### config.mk
export PLATFORM = sky130hd
export DESIGN_NAME = replay_vote_ctrl
export DESIGN_NICKNAME = d
export VERILOG_FILES = /design/src/rtl/replay_vote_ctrl.sv
export SDC_FILE = /design/constraint.sdc
export NUM_CORES = 1
export LEC_CHECK = 0
export BUFFER_PORTS_ARGS = -buffer_cell sky130_fd_sc_hd__buf_4
export CORE_UTILIZATION = 43
export DETAILED_ROUTE_END_ITERATION = 8
export GPL_TIMING_DRIVEN = 0
export MAX_ROUTING_LAYER = met4
export PLACE_DENSITY = 0.77
export SYNTH_ARGS = -nofsm -noshare
export SYNTH_HDL_FRONTEND = slang
export SYNTH_SLANG_ARGS = --single-unit
### constraint.sdc
create_clock -name clk -period 1.2 [get_ports clk]
set_input_delay 0.3 -clock clk [delete_from_list [all_inputs] [get_ports clk]]
set_output_delay 0.3 -clock clk [all_outputs]
set_load 0.01 [all_outputs]
### src/rtl/replay_vote_ctrl.sv
// -----------------------------------------------------------------------------
// replay_vote_ctrl
//   Holds one accepted request and re-issues it while the channel replay vote
//   says replay. Each replay is followed by a fixed back-off, and the request is
//   dropped after MAX_RETRY retries. A request whose vote clears is offered to
//   the downstream consumer until that consumer accepts it.
//
//   Optional build macro: REPLAY_VOTE_STATS_EN adds saturating counters of
//   replay and fail pulses (io_stat_replays, io_stat_fails).
//
// Ports
//   clk            clock
//   reset          asynchronous reset, active low
//   io_valid       request valid
//   io_ready       request accept, high only while idle
//   io_data        request payload (W bits)
//   io_chan_busy   per-channel extra replay cause, used only on an issue cycle
//   io_out_valid   held request is cleared for the consumer
//   io_out_data    held payload
//   io_out_ready   consumer accept
//   io_replay      one-cycle pulse per replay decision
//   io_retry_cnt   retries spent on the current request (CW bits)
//   io_fail        one-cycle pulse when the request is dropped
//   io_stat_replays / io_stat_fails   (REPLAY_VOTE_STATS_EN only)
// -----------------------------------------------------------------------------
module replay_vote_ctrl #(
  parameter int             NCH       = 3,
  parameter int             W         = 8,
  parameter logic [NCH-1:0] MODE_MASK = 3'b100,
  parameter int             COMBINE   = 0,
  parameter int             MAX_RETRY = 4,
  parameter int             BACKOFF   = 2,
  parameter int             CW        = 3
) (
  input  logic           clk,
  input  logic           reset,
  input  logic           io_valid,
  output logic           io_ready,
  input  logic [W-1:0]   io_data,
  input  logic [NCH-1:0] io_chan_busy,
  output logic           io_out_valid,
  output logic [W-1:0]   io_out_data,
  input  logic           io_out_ready,
  output logic           io_replay,
  output logic [CW-1:0]  io_retry_cnt,
  output logic           io_fail
`ifdef REPLAY_VOTE_STATS_EN
  ,
  output logic [15:0]    io_stat_replays,
  output logic [7:0]     io_stat_fails
`endif
);

  localparam logic [2:0] S_IDLE    = 3'd0;
  localparam logic [2:0] S_ISSUE   = 3'd1;
  localparam logic [2:0] S_BACKOFF = 3'd2;
  localparam logic [2:0] S_OUT     = 3'd3;
  localparam logic [2:0] S_FAIL    = 3'd4;

  // The back-off counter is loaded with BACKOFF-1 and the state leaves at 0,
  // so exactly BACKOFF cycles are spent in back-off and the re-issue comes
  // BACKOFF+1 cycles after the issue that decided to replay.
  localparam int            BW      = (BACKOFF > 1) ? $clog2(BACKOFF) : 1;
  localparam logic [BW-1:0] BO_LOAD = BW'(BACKOFF - 1);
  localparam logic [CW-1:0] MAX_CNT = CW'(MAX_RETRY);

  logic [2:0]    state_q, state_d;
  logic [W-1:0]  data_q, data_d;
  logic [CW-1:0] cnt_q, cnt_d;
  logic [BW-1:0] bo_q, bo_d;
  logic          ready_q, ready_d;
  logic          out_valid_q, out_valid_d;
  logic          replay_q, replay_d;
  logic          fail_q, fail_d;

  logic [NCH-1:0] chan_replay_s;
  logic           vote_s;

  // Channel replay requests and the combined vote.
  always_comb begin
    chan_replay_s = MODE_MASK | io_chan_busy;
    if (COMBINE != 0) begin
      vote_s = |chan_replay_s;
    end else begin
      vote_s = &chan_replay_s;
    end
  end

  // Next-state, held-data, retry and back-off counter logic.
  always_comb begin
    state_d = state_q;
    data_d  = data_q;
    cnt_d   = cnt_q;
    bo_d    = bo_q;
    case (state_q)
      S_IDLE: begin
        if (io_valid && ready_q) begin
          data_d  = io_data;
          cnt_d   = {CW{1'b0}};
          state_d = S_ISSUE;
        end else begin
          state_d = S_IDLE;
        end
      end
      S_ISSUE: begin
        if (!vote_s) begin
          state_d = S_OUT;
        end else if (cnt_q < MAX_CNT) begin
          cnt_d   = cnt_q + CW'(1);
          bo_d    = BO_LOAD;
          state_d = S_BACKOFF;
        end else begin
          state_d = S_FAIL;
        end
      end
      S_BACKOFF: begin
        if (bo_q == {BW{1'b0}}) begin
          state_d = S_ISSUE;
        end else begin
          bo_d = bo_q - BW'(1);
        end
      end
      S_OUT: begin
        if (io_out_ready) begin
          state_d = S_IDLE;
        end else begin
          state_d = S_OUT;
        end
      end
      S_FAIL: begin
        data_d  = {W{1'b0}};
        state_d = S_IDLE;
      end
      default: begin
        data_d  = {W{1'b0}};
        cnt_d   = {CW{1'b0}};
        bo_d    = {BW{1'b0}};
        state_d = S_IDLE;
      end
    endcase
  end

  // Output flags are registered from the next state so they line up with it.
  always_comb begin
    ready_d     = (state_d == S_IDLE);
    out_valid_d = (state_d == S_OUT);
    fail_d      = (state_d == S_FAIL);
    replay_d    = (state_q == S_ISSUE) && (state_d == S_BACKOFF);
  end

  // State and output registers.
  always_ff @(posedge clk or negedge reset) begin
    if (!reset) begin
      state_q     <= S_IDLE;
      data_q      <= {W{1'b0}};
      cnt_q       <= {CW{1'b0}};
      bo_q        <= {BW{1'b0}};
      ready_q     <= 1'b1;
      out_valid_q <= 1'b0;
      replay_q    <= 1'b0;
      fail_q      <= 1'b0;
    end else begin
      state_q     <= state_d;
      data_q      <= data_d;
      cnt_q       <= cnt_d;
      bo_q        <= bo_d;
      ready_q     <= ready_d;
      out_valid_q <= out_valid_d;
      replay_q    <= replay_d;
      fail_q      <= fail_d;
    end
  end

  assign io_ready     = ready_q;
  assign io_out_valid = out_valid_q;
  assign io_out_data  = data_q;
  assign io_replay    = replay_q;
  assign io_retry_cnt = cnt_q;
  assign io_fail      = fail_q;

`ifdef REPLAY_VOTE_STATS_EN
  logic [15:0] stat_rep_q;
  logic [7:0]  stat_fail_q;

  // Saturating event counters; each counts the pulse while it is visible.
  always_ff @(posedge clk or negedge reset) begin
    if (!reset) begin
      stat_rep_q  <= 16'd0;
      stat_fail_q <= 8'd0;
    end else begin
      if (replay_q && (stat_rep_q != 16'hFFFF)) begin
        stat_rep_q <= stat_rep_q + 16'd1;
      end else begin
        stat_rep_q <= stat_rep_q;
      end
      if (fail_q && (stat_fail_q != 8'hFF)) begin
        stat_fail_q <= stat_fail_q + 8'd1;
      end else begin
        stat_fail_q <= stat_fail_q;
      end
    end
  end

  assign io_stat_replays = stat_rep_q;
  assign io_stat_fails   = stat_fail_q;
`endif

endmodule
Yosys cells after proc, flatten, opt, wreduce, memory -nomap -nowiden. Index checks and enable logic that the tools add are counted.

Register bits: 19. ROM bits: 0. Bits of input ports: 15. Latch bits: 0. Bits in writable memories: 0. Memories: 0. Word-level logic and storage cells: 51.

Shifts and indexed selects: 0. Divide/modulo/power cells: 0. Bitwise gates (word level): 3. Multiply operators: 0. Reductions and logical operators: 11. Magnitude comparators: 1. Muxes and demuxes: 16. Equality and inequality tests: 10. Add/sub/neg operators: 2.

Operators by type and width (number): $mux 3 (6); $pmux 8 s2 (1); $eq 3x2->1 const B (4); $pmux 3 s4 (1); $pmux 3 s3 (1); $reduce_or 3->1 (3); $mux 8 (1); $eq 3x3->1 const B (2); $logic_not 3->1 (2); $ne 2x2->1 const B (3); $mux 1 (4); $reduce_and 2->1 (2); $reduce_and 4->1 (1); $add 3x1->3 const B (1); $eq 3x1->1 const B (1); $lt 3x3->1 const B (1); $not 1->1 (3); $pmux 1 s3 (1); $reduce_and 3->1 (1); $logic_and 1x1->1 (2); $mux 2 (1); $sub 1x1->1 const B (1).

Longest topological paths before layout. Gate-level depths: netlist of the first run.

Depth after elaboration: 6. Gate-level depth with buffers: 4. Depth with buffers taken out: 3.

Worst setup path before layout of the first run. OpenSTA, ideal clock, no wires.

Path type: register to register. Start point: reg ready_q, in the netlist io_ready. End point: reg data_q[0], in the netlist io_out_data[0]. Setup slack: -0.074 ns. Cell stages (with the launch flop): 4. Arrival time: 1.207 ns. Cell sequence: dfstp_2 nand2_1 nor4_4 a22o_1.

Word-level cells in the longest chain between the ends: 3.

RTL lines: start, declared (line 71) `logic ready_q, ready_d;`; start signal, assigned (line 167) `ready_q <= ready_d;`; $logic_and 1x1->1 (line 97) `if (io_valid && ready_q) begin`; $ne 2x2->1 (no source line); $reduce_and 2->1 (no source line); end signal, assigned (line 155) `data_q <= {W{1'b0}};`; end signal, assigned (line 164) `data_q <= data_d;`; end, declared (line 68) `logic [W-1:0] data_q, data_d;`.

No other way between the ends. A chain may end at the register's enable or synchronous reset.

Final worst setup path of the first run.
Start point: reg ready_q, in the netlist io_ready. End point: out io_ready.

RTL lines: end, declared (line 38) `output logic io_ready,`.

No word-level cell between the ends.

==> reports/results.txt, run 1 <==
Pre-antenna DRT Iters -> 4
most common cell after layout, fill and taps aside -> buf_4
CP Data Arrival Time -> 1.01 ns
Final Skew -> 0.00153 ns
via count -> 718
Final setup viols -> 12
post-placement cell count -> 121
Cell variety after synth -> 27
Synth Net Count -> 84
Final TNS setup -> -0.515 ns
initial DRC count -> 8
Fill cells -> 130
Slew Limit Fails -> 0
Worst R2R Start -> state_q[2]
Post-route DRC -> 0
worst hold stages -> 3
Max VDD drop -> 1.24 mV
RSZ-0062 raised after global routing -> yes
CP max stage delay -> 0.59 ns
Synth-to-Final Area Change -> 52.1%
Post-Syn Instances -> 68
GPL Wtd Cong -> 0.750
CTS Sinks -> 19
die height -> 46.5 um
measured slew at the worst slew-check pin -> 0.323 ns
Final Util -> 72.7%
ant diodes -> 0
Data required, critical path -> 0.90 ns
CTS Buf Count -> 3
depth of the worst register-to-register path -> 4
Initial Utilization -> 47.8%
Worst-path clk slew -> 0.10 ns
CTS tree -> built
layout cells sized above 1 -> 54.9%
Reg2Reg Capture Point -> io_out_data[3]
largest net degree at the start of global routing -> 20
CP delay by family, top -> flip-flops
Root Driver -> clkbuf_4
post-route cell area -> 1300 um^2
placed cell areas -> 1100 um^2
post-DP HPWL -> 1.25 mm
mean area per synthesized cell -> 12.5 um^2
Syn. warnings -> 0
Yosys reg bits -> 19
most frequent cells in the layout -> buf_4 (38), dfrtp_1 (18), nand2_1 (8), a22o_1 (8)
startpoint types -> register
WHS Endpoint -> io_ready
Port Buffers -> 28
Avg Vias per Cell -> 5.20
Finished Layout Cells -> 138
cell chain of the critical path -> buf_6
Tot GR Track Use -> 19.3%
min-delay worst type -> primary input to register
total power -> 2.88 mW
leakage -> 0.643 nW
cell area after synthesis -> 852 um^2
first-pass GRT wire length -> 2.75 mm
pwr/cell area -> 2220 nW/um^2
GR Overflow Total -> 0
antenna violations before repair -> 0
failing checks -> negative setup slack
antenna-violating nets left -> 0
crit path time final -> 1.31 ns
crit path setup slack, layout -> -0.110 ns
FP Rows -> 15
I/O pin count -> 30
fmax -> 0.763 GHz
slowest CP cell -> dfstp_2
min-delay src -> io_out_ready
vias in the first global route -> 626
# H-tree levels -> 1
endpoint class of the critical path -> output pin
chip width -> 46.5 um
MaxCap Viol Count -> 0
Die Footprint -> 2160 um^2
Final #Nets -> 130
slew margin rel. -> 78.4%
drt total wl -> 2.03 mm
WL per Instance -> 14.7 um
Skew-Pair Late Insertion Delay -> 0.30 ns
CP Class -> register to output pin
critical-path maximum fanout -> 3
clk buf depth -> 2
Core ar. -> 1780 um^2
post-synthesis sequential area ratio -> 55.9%
WP buf/inv -> 1
Hold Vio Cnt, Final -> 0
reg-to-reg setup timing slack -> -0.05 ns
status -> finished, violations left
Period Utilization, post-route -> 109%
==> layer usage <==
metal	share of wire, %	global-route usage, %	wire length (um)
met5	0	-	0
met4	1.4	10.6	28
met3	3.2	3.53	65
met2	53	27.8	1080
met1	42	25.3	850
==> synthesized netlist by cell type <==
cell / instances / area share, %
nand3_1: 2 / 1.2
dfstp_2: 1 / 3.1
o31ai_1: 3 / 2.6
o211ai_1: 1 / 0.88
clkbuf_8: 1 / 1.6
and2_1: 1 / 0.73
buf_6: 2 / 2.6
inv_1: 3 / 1.3
nor2_1: 3 / 1.3
o41ai_1: 1 / 1.0
and3b_2: 1 / 1.2
nand2_1: 9 / 4.0
a22o_1: 8 / 8.2
nor3b_1: 1 / 0.88
dfrtp_1: 18 / 53
a31oi_2: 1 / 1.5
a21oi_1: 1 / 0.59
and4bb_4: 1 / 1.9
mux2i_1: 1 / 1.2
o21ai_0: 2 / 1.2
nor2b_1: 1 / 0.73
nor4_4: 1 / 2.5
a31oi_1: 1 / 0.73
o22a_4: 1 / 2.1
nor2_4: 1 / 1.3
mux2_2: 1 / 1.3
ha_1: 1 / 1.5
==> cell families (layout without fill, tap and decap cells) <==
logic type               count (synthesis)  count (layout)  synth area share (%)
AND/OR/NAND/NOR                         21              21                  15.7
AO/OA/AOI/OAI                           19              19                  18.8
flip-flops                              19              19                  55.9
buffers and inverters                    6              51                  5.58
multiplexers                             2               2                  2.50
adder cells (fa/ha/maj)                  1               1                  1.47
==> state kept, by name, summed over array words and instances (netlist names) <==
signal and cells:
bo_q 1, io_retry_cnt 3, io_ready 1, io_replay 1, io_out_valid 1, io_fail 1
state_q 3, io_out_data 8
==> power by group <==
group          internal (mW)  switching [mW]  leakage [nW]
logic                  0.824           0.683         0.383
registers              0.888           0.155         0.243
clock network          0.125           0.203        0.0177
total                   1.84            1.04         0.643
==> timing repair <==
action	CTS	global route
gates resized for setup	3	7
endpoints found under the setup margin	13	19
buffers inserted	6	6
gates cloned	0	0
hold buffers	1	0
pin swaps	3	1
endpoints found under the hold margin	18	0
==> per-stage QoR <==
| stage | setup WS, ns | hold WS, ns |
|---|---|---|
| global placement | -0.161 | 0.182 |
| global route | -0.147 | 0.207 |
| finish | -0.110 | 0.214 |
| CTS | -0.121 | 0.220 |
| floorplan | -0.0286 | 0.00441 |
| detailed placement | -0.187 | 0.181 |
==> worst max path at each step <==
stage,from,end,slack (ns),cells after the start
final,io_ready,io_ready,-0.11,1
after global routing,io_ready,io_ready,-0.15,1
after CTS,io_ready,io_ready,-0.12,1
after detailed placement,state_q[1],io_out_data[6],-0.19,3
after global placement,state_q[1],io_out_data[6],-0.16,3
after floorplan,io_ready,io_out_data[1],-0.03,3
==> final cells by class <==
cell class / instances / area [um^2] / area share [%]
plain buffers: 3 / 37.5 / 2.90
well taps: 25 / 31.3 / 2.41
clock buffers: 3 / 22.5 / 1.74
multi-input cells: 43 / 385 / 29.7
clock inverters: 1 / 5.00 / 0.386
flip-flops and latches: 19 / 477 / 36.8
inverters: 3 / 11.3 / 0.869
repair buffers: 41 / 327 / 25.2
(Power assumes the default switching activity.)
==> run 2, diff against run 1 <==
Settings changed: CORE_UTILIZATION 43 to 35, PLACE_DENSITY 0.77 to 0.63, SETUP_SLACK_MARGIN from default to 0.4.
Clock period 1.2 ns to 1.6 ns, I/O delays scaled along.
==> reports/results.txt, run 2 (same netlist as run 1, synthesis figures left out) <==
Fill cells -> 188
layout cells sized above 1 -> 57.3%
leakage -> 0.680 nW
Skew-Pair Late Insertion Delay -> 0.30 ns
startpoint types -> register
Post-route DRC -> 0
slew margin rel. -> 79.5%
vias in the first global route -> 672
crit path time final -> 1.39 ns
CTS Sinks -> 19
Worst-path clk slew -> 0.11 ns
Die Footprint -> 2640 um^2
post-placement cell count -> 124
placed cell areas -> 1100 um^2
reg-to-reg setup timing slack -> 0.29 ns
CP delay by family, top -> flip-flops
ant diodes -> 0
Slew Limit Fails -> 0
critical-path maximum fanout -> 2
Final TNS setup -> 0 ns
Finished Layout Cells -> 145
Port Buffers -> 28
status -> finished, final reports clean
crit path from -> io_ready
min-delay src -> io_data[0]
initial DRC count -> 6
post-DP HPWL -> 1.28 mm
WL per Instance -> 14.5 um
most frequent cells in the layout -> buf_4 (26), buf_6 (19), dfrtp_1 (17)
CTS tree -> built
WP buf/inv -> 1
Hold Vio Cnt, Final -> 0
Final setup viols -> 0
Core ar. -> 2250 um^2
via count -> 723
CP max stage delay -> 0.58 ns
MaxCap Viol Count -> 0
clk buf depth -> 2
die height -> 51.3 um
FP Rows -> 17
CP Class -> register to output pin
drt total wl -> 2.10 mm
CTS Buf Count -> 3
Worst R2R Start -> io_ready
Tot GR Track Use -> 17.8%
post-route cell area -> 1420 um^2
cell chain of the critical path -> buf_6
depth of the worst register-to-register path -> 5
slowest CP cell -> dfstp_2
Reg2Reg Capture Point -> io_out_data[0]
pwr/cell area -> 1710 nW/um^2
largest net degree at the start of global routing -> 20
Avg Vias per Cell -> 4.99
endpoint class of the critical path -> output pin
Pre-antenna DRT Iters -> 4
# H-tree levels -> 1
GPL Wtd Cong -> 0.735
Period Utilization, post-route -> 87.0%
most common cell after layout, fill and taps aside -> buf_4
Final #Nets -> 134
antenna-violating nets left -> 0
I/O pin count -> 30
first-pass GRT wire length -> 3.14 mm
RSZ-0062 raised after global routing -> yes
antenna violations before repair -> 0
fmax -> 0.718 GHz
Max VDD drop -> 1.15 mV
Root Driver -> clkbuf_4
Setup crit end -> io_ready
Synth-to-Final Area Change -> 66.8%
GR Overflow Total -> 0
Final Skew -> 0.00840 ns
cell count along the critical path -> 1
Data required, critical path -> 1.20 ns
max reg flops -> 8
chip width -> 51.3 um
min-delay worst type -> primary input to register
Initial Utilization -> 37.8%
measured slew at the worst slew-check pin -> 0.306 ns
CP Data Arrival Time -> 0.99 ns
-- run 2: changes by cell type in the layout (fill, tap and decap cells not counted), sizes merged --
cell and delta:
buf +3, clkbuf +1
-- run 2: what timing repair did --
item | in CTS | in global routing
resized for setup | 23 | 8
endpoints found under the setup margin | 28 | 31
pin swaps | 5 | 4
hold buffers | 1 | 0
endpoints found under the hold margin | 18 | 0
buffers inserted | 10 | 5
gates cloned | 1 | 0
-- run 2: worst min-delay path by stage --
stage,to,depth (start not counted)
CTS,io_out_data[2],2
global route,io_out_data[2],2
floorplan,bo_q,0
detailed placement,state_q[2],1
global placement,state_q[2],1
finish,io_out_data[0],2
-- run 2: per-stage QoR --
| step | setup slack (ns) | power, mW | util, % | hold slack, ns |
|---|---|---|---|---|
| floorplan | 0.371 | 1.33 | - | 0.104 |
| global placement | 0.198 | 1.66 | 49.0 | 0.284 |
| detailed placement | 0.201 | 1.68 | 49.0 | 0.287 |
| CTS | 0.195 | 2.27 | 59.0 | 0.309 |
| global route | 0.168 | 2.59 | 63.0 | 0.297 |
| finish | 0.208 | 2.43 | 63.0 | 0.310 |
-- run 2: where the power goes --
group | total, mW | internal [mW] | switching [mW] | leakage, nW
registers | 0.809 | 0.669 | 0.140 | 0.242
logic | 1.37 | 0.814 | 0.557 | 0.420
clock network | 0.246 | 0.0933 | 0.152 | 0.0177
total | 2.43 | 1.58 | 0.850 | 0.680
-- run 2: final cells by class --
class	instances	area (um^2)	share of cell area, %
clock buffers	3	22.5	1.58
multi-input cells	43	417	29.3
plain buffers	3	36.3	2.55
inverters	3	11.3	0.792
well taps	28	35.0	2.46
repair buffers	45	417	29.3
flip-flops and latches	19	478	33.6
clock inverters	1	5.00	0.352
-- run 2: per-layer routing --
| layer | vias up | track usage, % | share of wire (%) |
|---|---|---|---|
| met3 | 4 | 4.46 | 3.8 |
| met1 | 351 | 21.5 | 42 |
| met4 | 0 | 9.46 | 2.1 |
| met2 | 18 | 27.4 | 52 |
| met5 | - | - | 0 |
| li1 | 350 | - | - |
